### src/rtl/dec_scan_n.sv
// dec_scan_n: registered N-to-2^N decoder with active-low enable, one-cold
// active-low outputs and an autonomous scan mode that steps the decoded index
// every PRESCALE clocks (digit strobes, row selects).
//
// Optional feature macro: DEC_SCAN_BLANK_EN
//   defined   -> the last cycle of every scan step is blanked (Y_L all ones)
//                to suppress ghosting between adjacent strobes; needs
//                PRESCALE >= 2.
//   undefined -> Y_L switches directly from one index to the next.
module dec_scan_n #(
   parameter int SEL_W    = 2,
   parameter int PRESCALE = 4
) (
   input  logic                    i_clk,
   input  logic                    i_reset,
   input  logic                    i_g_l,
   input  logic                    i_mode,
   input  logic [SEL_W-1:0]        i_sel,
   output logic [(2**SEL_W)-1:0]   o_y_l,
   output logic [SEL_W-1:0]        o_idx,
   output logic                    o_step
);

   localparam int OUT_N = 2**SEL_W;
   // Prescale counter must hold 0..PRESCALE-1; keep at least one bit.
   localparam int PC_W  = (PRESCALE > 1) ? $clog2(PRESCALE) : 1;
   localparam logic [PC_W-1:0] PC_LAST  = PC_W'(PRESCALE - 1);
`ifdef DEC_SCAN_BLANK_EN
   localparam logic [PC_W-1:0] PC_BLANK = PC_W'(PRESCALE - 2);
`endif

   // OFF: outputs blanked, scan position frozen.
   // DIRECT: SEL decoded straight through.
   // SCAN: free-running index stepping.
   typedef enum logic [1:0] {
      ST_OFF    = 2'd0,
      ST_DIRECT = 2'd1,
      ST_SCAN   = 2'd2
   } state_t;

   state_t            r_state;
   logic [SEL_W-1:0]  r_idx;
   logic [PC_W-1:0]   r_pc;
   logic [OUT_N-1:0]  r_y_l;
   logic              r_step;

   state_t            w_state_nxt;
   logic [SEL_W-1:0]  w_idx_nxt;
   logic [SEL_W-1:0]  w_idx_inc;
   logic [PC_W-1:0]   w_pc_nxt;
   logic [OUT_N-1:0]  w_y_l_nxt;
   logic              w_step_nxt;

   // Active-low one-cold pattern for an index: exactly one bit low.
   function automatic logic [OUT_N-1:0] f_dec_l(input logic [SEL_W-1:0] idx);
      logic [OUT_N-1:0] one_hot;
      one_hot      = '0;
      one_hot[idx] = 1'b1;
      return ~one_hot;
   endfunction

   // Next state and next register values from sampled G_L/MODE and current state.
   always_comb begin
      // NOTE: every signal gets a default first so no path leaves it unassigned
      // and no latch is inferred.
      w_state_nxt = ST_OFF;
      w_idx_nxt   = r_idx;
      w_pc_nxt    = r_pc;
      w_y_l_nxt   = '1;
      w_step_nxt  = 1'b0;
      // Index wraps naturally because OUT_N is a power of two.
      w_idx_inc   = r_idx + 1'b1;

      if (i_g_l) begin
         // Disabled: blank outputs, hold IDX and PC so the scan can resume.
         w_state_nxt = ST_OFF;
      end else if (!i_mode) begin
         w_state_nxt = ST_DIRECT;
         w_idx_nxt   = i_sel;
         w_pc_nxt    = '0;
         w_y_l_nxt   = f_dec_l(i_sel);
      end else if (r_state == ST_DIRECT) begin
         // Scan entry from direct decode starts a fresh step at SEL.
         w_state_nxt = ST_SCAN;
         w_idx_nxt   = i_sel;
         w_pc_nxt    = '0;
         w_y_l_nxt   = f_dec_l(i_sel);
      end else begin
         // Running scan, or resuming from OFF: counting continues on this edge.
         w_state_nxt = ST_SCAN;
         if (r_pc == PC_LAST) begin
            w_pc_nxt   = '0;
            w_idx_nxt  = w_idx_inc;
            w_y_l_nxt  = f_dec_l(w_idx_inc);
            w_step_nxt = 1'b1;
         end else begin
            w_pc_nxt   = r_pc + 1'b1;
`ifdef DEC_SCAN_BLANK_EN
            if (r_pc == PC_BLANK) begin
               w_y_l_nxt = '1;
            end else begin
               w_y_l_nxt = f_dec_l(r_idx);
            end
`else
            w_y_l_nxt  = f_dec_l(r_idx);
`endif
         end
      end
   end

   // State and output registers; synchronous reset wins over every other input.
   always_ff @(posedge i_clk) begin
      // NOTE: sequential state uses non-blocking assignments so every register
      // samples the pre-edge values, independent of statement order.
      if (i_reset) begin
         r_state <= ST_OFF;
         r_idx   <= '0;
         r_pc    <= '0;
         r_y_l   <= '1;
         r_step  <= 1'b0;
      end else begin
         r_state <= w_state_nxt;
         r_idx   <= w_idx_nxt;
         r_pc    <= w_pc_nxt;
         r_y_l   <= w_y_l_nxt;
         r_step  <= w_step_nxt;
      end
   end

   assign o_y_l  = r_y_l;
   assign o_idx  = r_idx;
   assign o_step = r_step;

endmodule

### config.mk
export PLATFORM = sky130hd
export DESIGN_NAME = dec_scan_n
export DESIGN_NICKNAME = d
export VERILOG_FILES = /design/src/rtl/dec_scan_n.sv
export SDC_FILE = /design/constraint.sdc
export NUM_CORES = 1
export LEC_CHECK = 0
export ABC_AREA = 1
export CELL_PAD_IN_SITES_DETAIL_PLACEMENT = 1
export CELL_PAD_IN_SITES_GLOBAL_PLACEMENT = 1
export CORE_UTILIZATION = 40
export DETAILED_ROUTE_END_ITERATION = 8
export DONT_BUFFER_PORTS = 1
export GPL_ROUTABILITY_DRIVEN = 0
export GPL_TIMING_DRIVEN = 0
export PLACE_DENSITY = 0.78
export SYNTH_ARGS = -nofsm -noshare
export SYNTH_HDL_FRONTEND = slang
export SYNTH_SLANG_ARGS = --single-unit
### constraint.sdc
create_clock -name i_clk -period 1.38 [get_ports i_clk]
set_input_delay 0.207 -clock i_clk [delete_from_list [all_inputs] [get_ports i_clk]]
set_output_delay 0.207 -clock i_clk [all_outputs]
set_load 0.005 [all_outputs]
==> PnR_summary.wiki, run 1 <==
{| class="wikitable"
! Metric !! Value
|-
| Outcome || finished clean
|-
| GR Layer Usage met3 || 0.0405
|-
| Post-CTS Resized || 0
|-
| Average cell area after synthesis || 7.23 sq um
|-
| Most used cell along the critical path || sky130_fd_sc_hd__nor2_1
|-
| Horizontal extent of the die || 39.1 microns
|-
| Combined area of all synthesized cells || 549 sq um
|-
| Floorplan row count || 12
|-
| Total clock buffers created by CTS || 3
|-
| Antenna violations before repair || 0
|-
| Final wirelength || 1060 microns
|-
| Pre-CTS worst setup slack || 0.168 ns
|-
| Total design power || 0.647 mW
|-
| Port-buffer cells || 0
|-
| Std-Cell Core Area || 0.00119 sq mm
|-
| #FFs+latches synth || 11
|-
| Maximum root-to-sink buffer count || 2
|-
| Clock transition at the registers of the reported paths || 0.07 ns
|-
| Number of DRC markers after the initial detailed-route iteration || 6
|-
| Area grow syn2layout || 7.97%
|-
| Leak pwr || 0.280 nW
|-
| Starting utilization of the core area || 0.463
|-
| Critical path class || flop to flop
|-
| Max-capacitance violation count || 0
|-
| Largest net degree at the start of global routing || 7
|-
| H-Tree Level Count || 1
|-
| Detailed-route DRC error count || 0
|-
| Measured slew at the worst slew-check pin || 0.224 ns
|-
| Sinks on the clock net || 11
|-
| Total negative slack for setup checks || 0 ns
|-
| Worst-path fanout max || 4
|-
| Syn nets || 88
|-
| Power density of the placed cells || 1090 mW/mm^2
|-
| Clk_skew || 0.00630 ns
|-
| Hpwl dp || 862 microns
|-
| Die Outline Area || 0.00153 sq mm
|-
| Type of origin of the critical path || flop
|-
| DP Area || 567 sq um
|-
| Busiest layer in global routing || met2
|-
| Final standard cell utilization of the core || 0.500
|-
| Number of buffers added for setup after CTS || 0
|-
| CTS tree || built
|-
| Via count || 470
|-
| I/O pin cnt || 13
|-
| Detail-routed net length per standard cell || 11.2 microns
|-
| Number of hold violations in the final report || 0
|-
| Peak supply drop || 0.000525 V
|-
| Cell with the largest stage delay on the worst path || sky130_fd_sc_hd__dfxtp_1
|-
| Critical path, cell by cell || inv_2 > ha_1 > nand3_1 > nand2_1 > nor2_1 > nor2_1
|-
| Number of warning messages in the yosys log || 0
|-
| Sequential cell area fraction in the yosys report || 0.401
|-
| Final setup vio count || 0
|-
| Post-route cell area || 593 sq um
|-
| Delay contributed by the slowest stage of the critical path || 0.43 ns
|-
| Fillers || 157
|-
| Final period utilization || 0.855
|-
| Slew Limit Fails || 0
|-
| Number of distinct library cells after synthesis || 14
|-
| Type of the most critical hold path || input port to flop
|-
| Worst endpoint data arrival time || 1.35 ns
|-
| Net count reported at finish || 93
|-
| Mapped Cells || 76
|-
| CTS hold repair buffers || 0
|-
| Clock Tree Root || sky130_fd_sc_hd__clkbuf_4
|-
| Combined global-route utilization of all metal layers || 0.188
|-
| Drt first pass iters || 4
|-
| Global-route congestion overflow total || 0
|-
| Proportion of layout cells with a drive suffix above 1 || 0.125
|-
| First-pass GRT wire length || 1880 microns
|-
| Antenna Cells || 0
|-
| Insertion delay to the later sink of the worst-skew pair || 0.26 ns
|-
| Residual antenna-violating net count after detailed routing || 0
|-
| GR Layer Usage met1 || 0.233
|-
| Vias per inst || 5.00
|-
| Data required time of the critical path || 1.55 ns
|-
| Highest achievable clock rate || 848 MHz
|-
| Number of global-route vias before repair || 439
|-
| Setup repair after global routing missed its margin || false
|-
| Worst slew margin || 0.851
|-
| Endpoint kind of the worst setup timing path || flop
|-
| Fin worst setup slack || 0.200 ns
|-
| Met2 routing resource usage after global routing || 0.296
|-
| Die extent in y || 39.1 microns
|-
| Min cycle time layout || 1.18 ns
|}
==> state kept, by name (all words and copies together), names as in the netlist <==
register / count
o_step: 1
r_pc: 2
o_idx: 2
r_state: 2
o_y_l: 4
==> routing by layer <==
| layer | vias up | routed length, microns |
|---|---|---|
| met5 | - | 0 |
| met4 | 0 | 20 |
| met3 | 4 | 37 |
| met2 | 10 | 494 |
| met1 | 209 | 504 |
| li1 | 247 | - |
==> layout by cell type, fill, tap and decap left out <==
cell                       count
sky130_fd_sc_hd__dfxtp_1      11
sky130_fd_sc_hd__nor3_1        1
sky130_fd_sc_hd__nor2_1        7
sky130_fd_sc_hd__clkbuf_1      1
sky130_fd_sc_hd__nand2_1      20
sky130_fd_sc_hd__nand3_1       4
sky130_fd_sc_hd__ha_1          6
sky130_fd_sc_hd__inv_2         3
sky130_fd_sc_hd__nor2_2        1
sky130_fd_sc_hd__o21ai_0       6
sky130_fd_sc_hd__nand4_1       1
sky130_fd_sc_hd__nand2_2       3
sky130_fd_sc_hd__o21ai_1       1
sky130_fd_sc_hd__clkbuf_4      3
sky130_fd_sc_hd__inv_1         8
sky130_fd_sc_hd__a21oi_1       4
==> worst paths after layout <==
check	slack [ns]	startpoint	cells after the start	endpoint
setup / recovery	0.20	o_idx[0]$_SDFFE_PP0P_	6	o_idx[1]$_SDFFE_PP0P_
hold / removal	0.01	i_mode	1	r_state[0]$_SDFF_PP0_
setup reg to reg	0.20	o_idx[0]$_SDFFE_PP0P_	6	o_idx[1]$_SDFFE_PP0P_
hold reg to reg	0.58	r_pc[0]$_SDFFE_PP0N_	2	r_pc[0]$_SDFFE_PP0N_
==> report_power, final <==
part	total [mW]	internal [mW]	leakage [nW]	switching (mW)
registers	0.346	0.333	0.0903	0.0132
clock network	0.215	0.112	0.0150	0.103
logic	0.0859	0.0318	0.175	0.0541
total	0.647	0.476	0.280	0.171
==> Yosys cell counts <==
cell                      number  area (sq um)
sky130_fd_sc_hd__inv_2         2          7.51
sky130_fd_sc_hd__nand3_1       4          20.0
sky130_fd_sc_hd__inv_1         9          33.8
sky130_fd_sc_hd__nor2_2        1          6.26
sky130_fd_sc_hd__o21ai_0       6          30.0
sky130_fd_sc_hd__nor2_1        7          26.3
sky130_fd_sc_hd__dfxtp_1      11           220
sky130_fd_sc_hd__nand4_1       1          6.26
sky130_fd_sc_hd__a21oi_1       4          20.0
sky130_fd_sc_hd__nand2_1      20          75.1
sky130_fd_sc_hd__o21ai_1       1          5.00
sky130_fd_sc_hd__ha_1          6          75.1
sky130_fd_sc_hd__nand2_2       3          18.8
sky130_fd_sc_hd__nor3_1        1          5.00
==> area by class of cell <==
class / count / area [sq um] / share of cell area
flip-flops and latches: 11 / 220 / 0.371
inverters: 11 / 41.3 / 0.0696
well taps: 14 / 17.5 / 0.0295
clock buffers: 4 / 26.3 / 0.0443
multi-input cells: 54 / 288 / 0.485
==> metrics by stage <==
stage / instances / hold slack, ns
3_3_place_gp: 90 / 0.281
3_5_place_dp: 90 / 0.282
6_report: 94 / 0.00998
5_1_grt: 94 / 0.0123
4_1_cts: 94 / 0.00624
2_1_floorplan: 76 / 0.279
==> cell families after synthesis <==
| kind of cell | count (synthesis) | synth area share |
|---|---|---|
| and+or+nand+nor | 37 | 0.287 |
| AOI/OAI and AO/OA | 11 | 0.100 |
| buffers and inverters | 11 | 0.0752 |
| DFF | 11 | 0.401 |
| adders and majority gates | 6 | 0.137 |
==> critical path: cells and delay by family, from the launching register on <==
family,cells,cell delay [ns]
DFF,1,0.43
adders and majority gates,1,0.30
and+or+nand+nor,4,0.27
buffers and inverters,1,0.09
Power figures use the tool's default switching activity.
==> run 2, diff against run 1 <==
--- a/config.mk
+++ b/config.mk
@@ -8,12 +8,14 @@
 export ABC_AREA = 1
 export CELL_PAD_IN_SITES_DETAIL_PLACEMENT = 1
 export CELL_PAD_IN_SITES_GLOBAL_PLACEMENT = 1
+export CORE_MARGIN = 10
 export CORE_UTILIZATION = 40
 export DETAILED_ROUTE_END_ITERATION = 8
 export DONT_BUFFER_PORTS = 1
 export GPL_ROUTABILITY_DRIVEN = 0
 export GPL_TIMING_DRIVEN = 0
 export PLACE_DENSITY = 0.78
+export REMOVE_ABC_BUFFERS = 1
 export SYNTH_ARGS = -nofsm -noshare
 export SYNTH_HDL_FRONTEND = slang
 export SYNTH_SLANG_ARGS = --single-unit
==> run 2 against run 1 <==
Global-route usage is 11 points lower. Fmax is 3.3% lower. Non-clock buffer count rose by 1. Register-to-register slack lost 0.04 ns. Sequential share of layout area down 0.69 points. Critical path depth up 1. Final cell count increased by 2.1%. Sequential power is essentially flat. Hold slack improved by 0.042 ns. Critical endpoint is now o_y_l[2]$_SDFF_PP1_.
==> PnR_summary.wiki, run 2 (synthesized netlist as in run 1, its figures left out) <==
{| class="wikitable"
! Metric !! Value
|-
| Post-route cell area || 604 sq um (was 593 sq um)
|-
| CTS tree || built (unchanged)
|-
| Data required time of the critical path || 1.55 ns (about the same)
|-
| Horizontal extent of the die || 57.1 microns (was 39.1 microns)
|-
| Proportion of layout cells with a drive suffix above 1 || 0.111 (was 0.125)
|-
| Peak supply drop || 0.000294 V (was 0.000525 V)
|-
| Worst endpoint data arrival time || 1.39 ns (was 1.35 ns)
|-
| Max-capacitance violation count || 0 (unchanged)
|-
| Via count || 472 (was 470)
|-
| Residual antenna-violating net count after detailed routing || 0 (unchanged)
|-
| FF-to-FF Start || o_idx[0]$_SDFFE_PP0P_ (unchanged)
|-
| Critical path origin || o_idx[0]$_SDFFE_PP0P_ (unchanged)
|-
| Top library cells by usage in the layout, fill and taps aside || sky130_fd_sc_hd__nand2_1, sky130_fd_sc_hd__dfxtp_1, sky130_fd_sc_hd__inv_1 (unchanged)
|-
| Number of global-route vias before repair || 479 (was 439)
|-
| Clk_skew || 0.00799 ns (was 0.00630 ns)
|-
| Die extent in y || 57.1 microns (was 39.1 microns)
|-
| CTS hold repair buffers || 1 (was 0)
|-
| Clock transition at the registers of the reported paths || 0.08 ns (was 0.07 ns)
|-
| Antenna violations before repair || 0 (unchanged)
|-
| Detailed-route DRC error count || 0 (unchanged)
|-
| Min cycle time layout || 1.22 ns (was 1.18 ns)
|-
| Post-route met1 wirelength || 524 microns (was 504 microns)
|-
| Fillers || 172 (was 157)
|-
| Largest register FFs || 4 (unchanged)
|-
| Antenna Cells || 0 (unchanged)
|-
| Combined global-route utilization of all metal layers || 0.0825 (was 0.188)
|-
| Critical path class || flop to flop (unchanged)
|-
| Final setup vio count || 0 (unchanged)
|-
| Post-CTS Resized || 0 (unchanged)
|-
| Number of buffers added for setup after CTS || 0 (unchanged)
|-
| Hpwl dp || 997 microns (was 862 microns)
|-
| Outcome || finished clean (unchanged)
|-
| Leak pwr || 0.284 nW (was 0.280 nW)
|-
| Number of hold violations in the final report || 0 (unchanged)
|-
| Worst slew margin || 0.847 (was 0.851)
|-
| Detail-routed net length per standard cell || 12.8 microns (was 11.2 microns)
|-
| Drt first pass iters || 2 (was 4)
|-
| Maximum root-to-sink buffer count || 2 (unchanged)
|-
| Clock Tree Root || sky130_fd_sc_hd__clkbuf_4 (unchanged)
|-
| Hold_sp || i_reset (was i_mode)
|-
| Power density of the placed cells || 1100 mW/mm^2 (was 1090 mW/mm^2)
|-
| Type of origin of the critical path || flop (unchanged)
|-
| Floorplan row count || 13 (was 12)
|-
| Std-Cell Core Area || 0.00130 sq mm (was 0.00119 sq mm)
|-
| DP Area || 568 sq um (was 567 sq um)
|-
| Area grow syn2layout || 10.0% (was 7.97%)
|-
| Hold EP || o_y_l[3]$_SDFF_PP1_ (was r_state[0]$_SDFF_PP0_)
|-
| Vias per inst || 4.92 (was 5.00)
|-
| Starting utilization of the core area || 0.422 (was 0.463)
|-
| Slew Limit Fails || 0 (unchanged)
|-
| Total negative slack for setup checks || 0 ns (unchanged)
|-
| Net count reported at finish || 94 (was 93)
|-
| Worst hold stages || 2 (was 1)
|-
| Highest achievable clock rate || 820 MHz (was 848 MHz)
|-
| Routed wire length on met2 || 574 microns (was 494 microns)
|-
| Die Outline Area || 0.00326 sq mm (was 0.00153 sq mm)
|-
| Port-buffer cells || 0 (unchanged)
|-
| Highest signal layer in the routed design || met4 (unchanged)
|-
| Final period utilization || 0.884 (was 0.855)
|-
| Global-route congestion overflow total || 0 (unchanged)
|-
| Commonest non-fill, non-tap cell in the layout || sky130_fd_sc_hd__nand2_1 (unchanged)
|-
| Final wirelength || 1230 microns (was 1060 microns)
|-
| Total clock buffers created by CTS || 3 (unchanged)
|-
| Setup repair after global routing missed its margin || false (unchanged)
|-
| Number of DRC markers after the initial detailed-route iteration || 2 (was 6)
|-
| I/O pin cnt || 13 (unchanged)
|-
| Type of the most critical hold path || input port to flop (unchanged)
|-
| Insertion delay to the later sink of the worst-skew pair || 0.28 ns (was 0.26 ns)
|-
| Worst flop-to-flop path endpoint || o_y_l[2]$_SDFF_PP1_ (was o_idx[1]$_SDFFE_PP0P_)
|-
| Setup slack on the worst flop-to-flop path || 0.16 ns (was 0.20 ns)
|-
| H-Tree Level Count || 1 (unchanged)
|-
| Sinks on the clock net || 11 (unchanged)
|-
| Cell count of the worst reg-to-reg path || 7 (was 6)
|-
| Largest net degree at the start of global routing || 7 (unchanged)
|-
| Measured slew at the worst slew-check pin || 0.230 ns (was 0.224 ns)
|-
| Endpoint kind of the worst setup timing path || flop (unchanged)
|-
| Worst-path fanout max || 4 (unchanged)
|-
| First-pass GRT wire length || 2130 microns (was 1880 microns)
|-
| Detailed route wirelength on metal3 || 104 microns (was 37 microns)
|}
-- run 2: final cells by class --
| class | count | area [sq um] | area share |
|---|---|---|---|
| clock buffers | 4 | 26.3 | 0.0435 |
| well taps | 15 | 18.8 | 0.0311 |
| flip-flops and latches | 11 | 220 | 0.364 |
| multi-input cells | 54 | 288 | 0.476 |
| repair buffers | 1 | 10.0 | 0.0166 |
| inverters | 11 | 41.3 | 0.0683 |
-- run 2: worst max-delay path, stage by stage (launching register included) --
cell and delay [ns]:
sky130_fd_sc_hd__dfxtp_1 0.35, sky130_fd_sc_hd__inv_1 0.14, sky130_fd_sc_hd__ha_1 0.19, sky130_fd_sc_hd__nor2_1 0.05
sky130_fd_sc_hd__a21oi_1 0.11, sky130_fd_sc_hd__nand2_1 0.07, sky130_fd_sc_hd__o21ai_0 0.10, sky130_fd_sc_hd__nand2_1 0.08
-- run 2: stage by stage --
stage          hold WS, ns  instances  power, mW   util  worst slack [ns]
2_1_floorplan        0.279         76      0.420      -             0.292
3_3_place_gp         0.282         91      0.438  0.437             0.163
3_5_place_dp         0.283         91      0.442  0.437             0.153
4_1_cts             0.0486         96      0.675  0.464             0.132
5_1_grt             0.0452         96      0.709  0.464            0.0414
6_report            0.0524         96      0.667  0.464             0.160
-- run 2: worst max-delay path by stage --
stage / to / depth (start not counted) / slack (ns)
finish: o_y_l[2]$_SDFF_PP1_ / 7 / 0.16
global route: o_idx[0]$_SDFFE_PP0P_ / 7 / 0.04
CTS: o_idx[1]$_SDFFE_PP0P_ / 6 / 0.13
detailed placement: o_idx[1]$_SDFFE_PP0P_ / 6 / 0.15
global placement: o_idx[1]$_SDFFE_PP0P_ / 6 / 0.16
floorplan: o_idx[1]$_SDFFE_PP0P_ / 6 / 0.29
-- run 2: report_power, final --
| group | switching (mW) | leakage [nW] | internal, mW |
|---|---|---|---|
| sequential | 0.0126 | 0.0903 | 0.333 |
| clock | 0.119 | 0.0150 | 0.112 |
| combinational | 0.0566 | 0.179 | 0.0336 |
-- run 2: metal layers --
layer	up-vias	global-route usage
met5	-	0
met4	0	0.0705
met3	4	0.0398
met2	13	0.124
met1	208	0.0840
li1	247	-
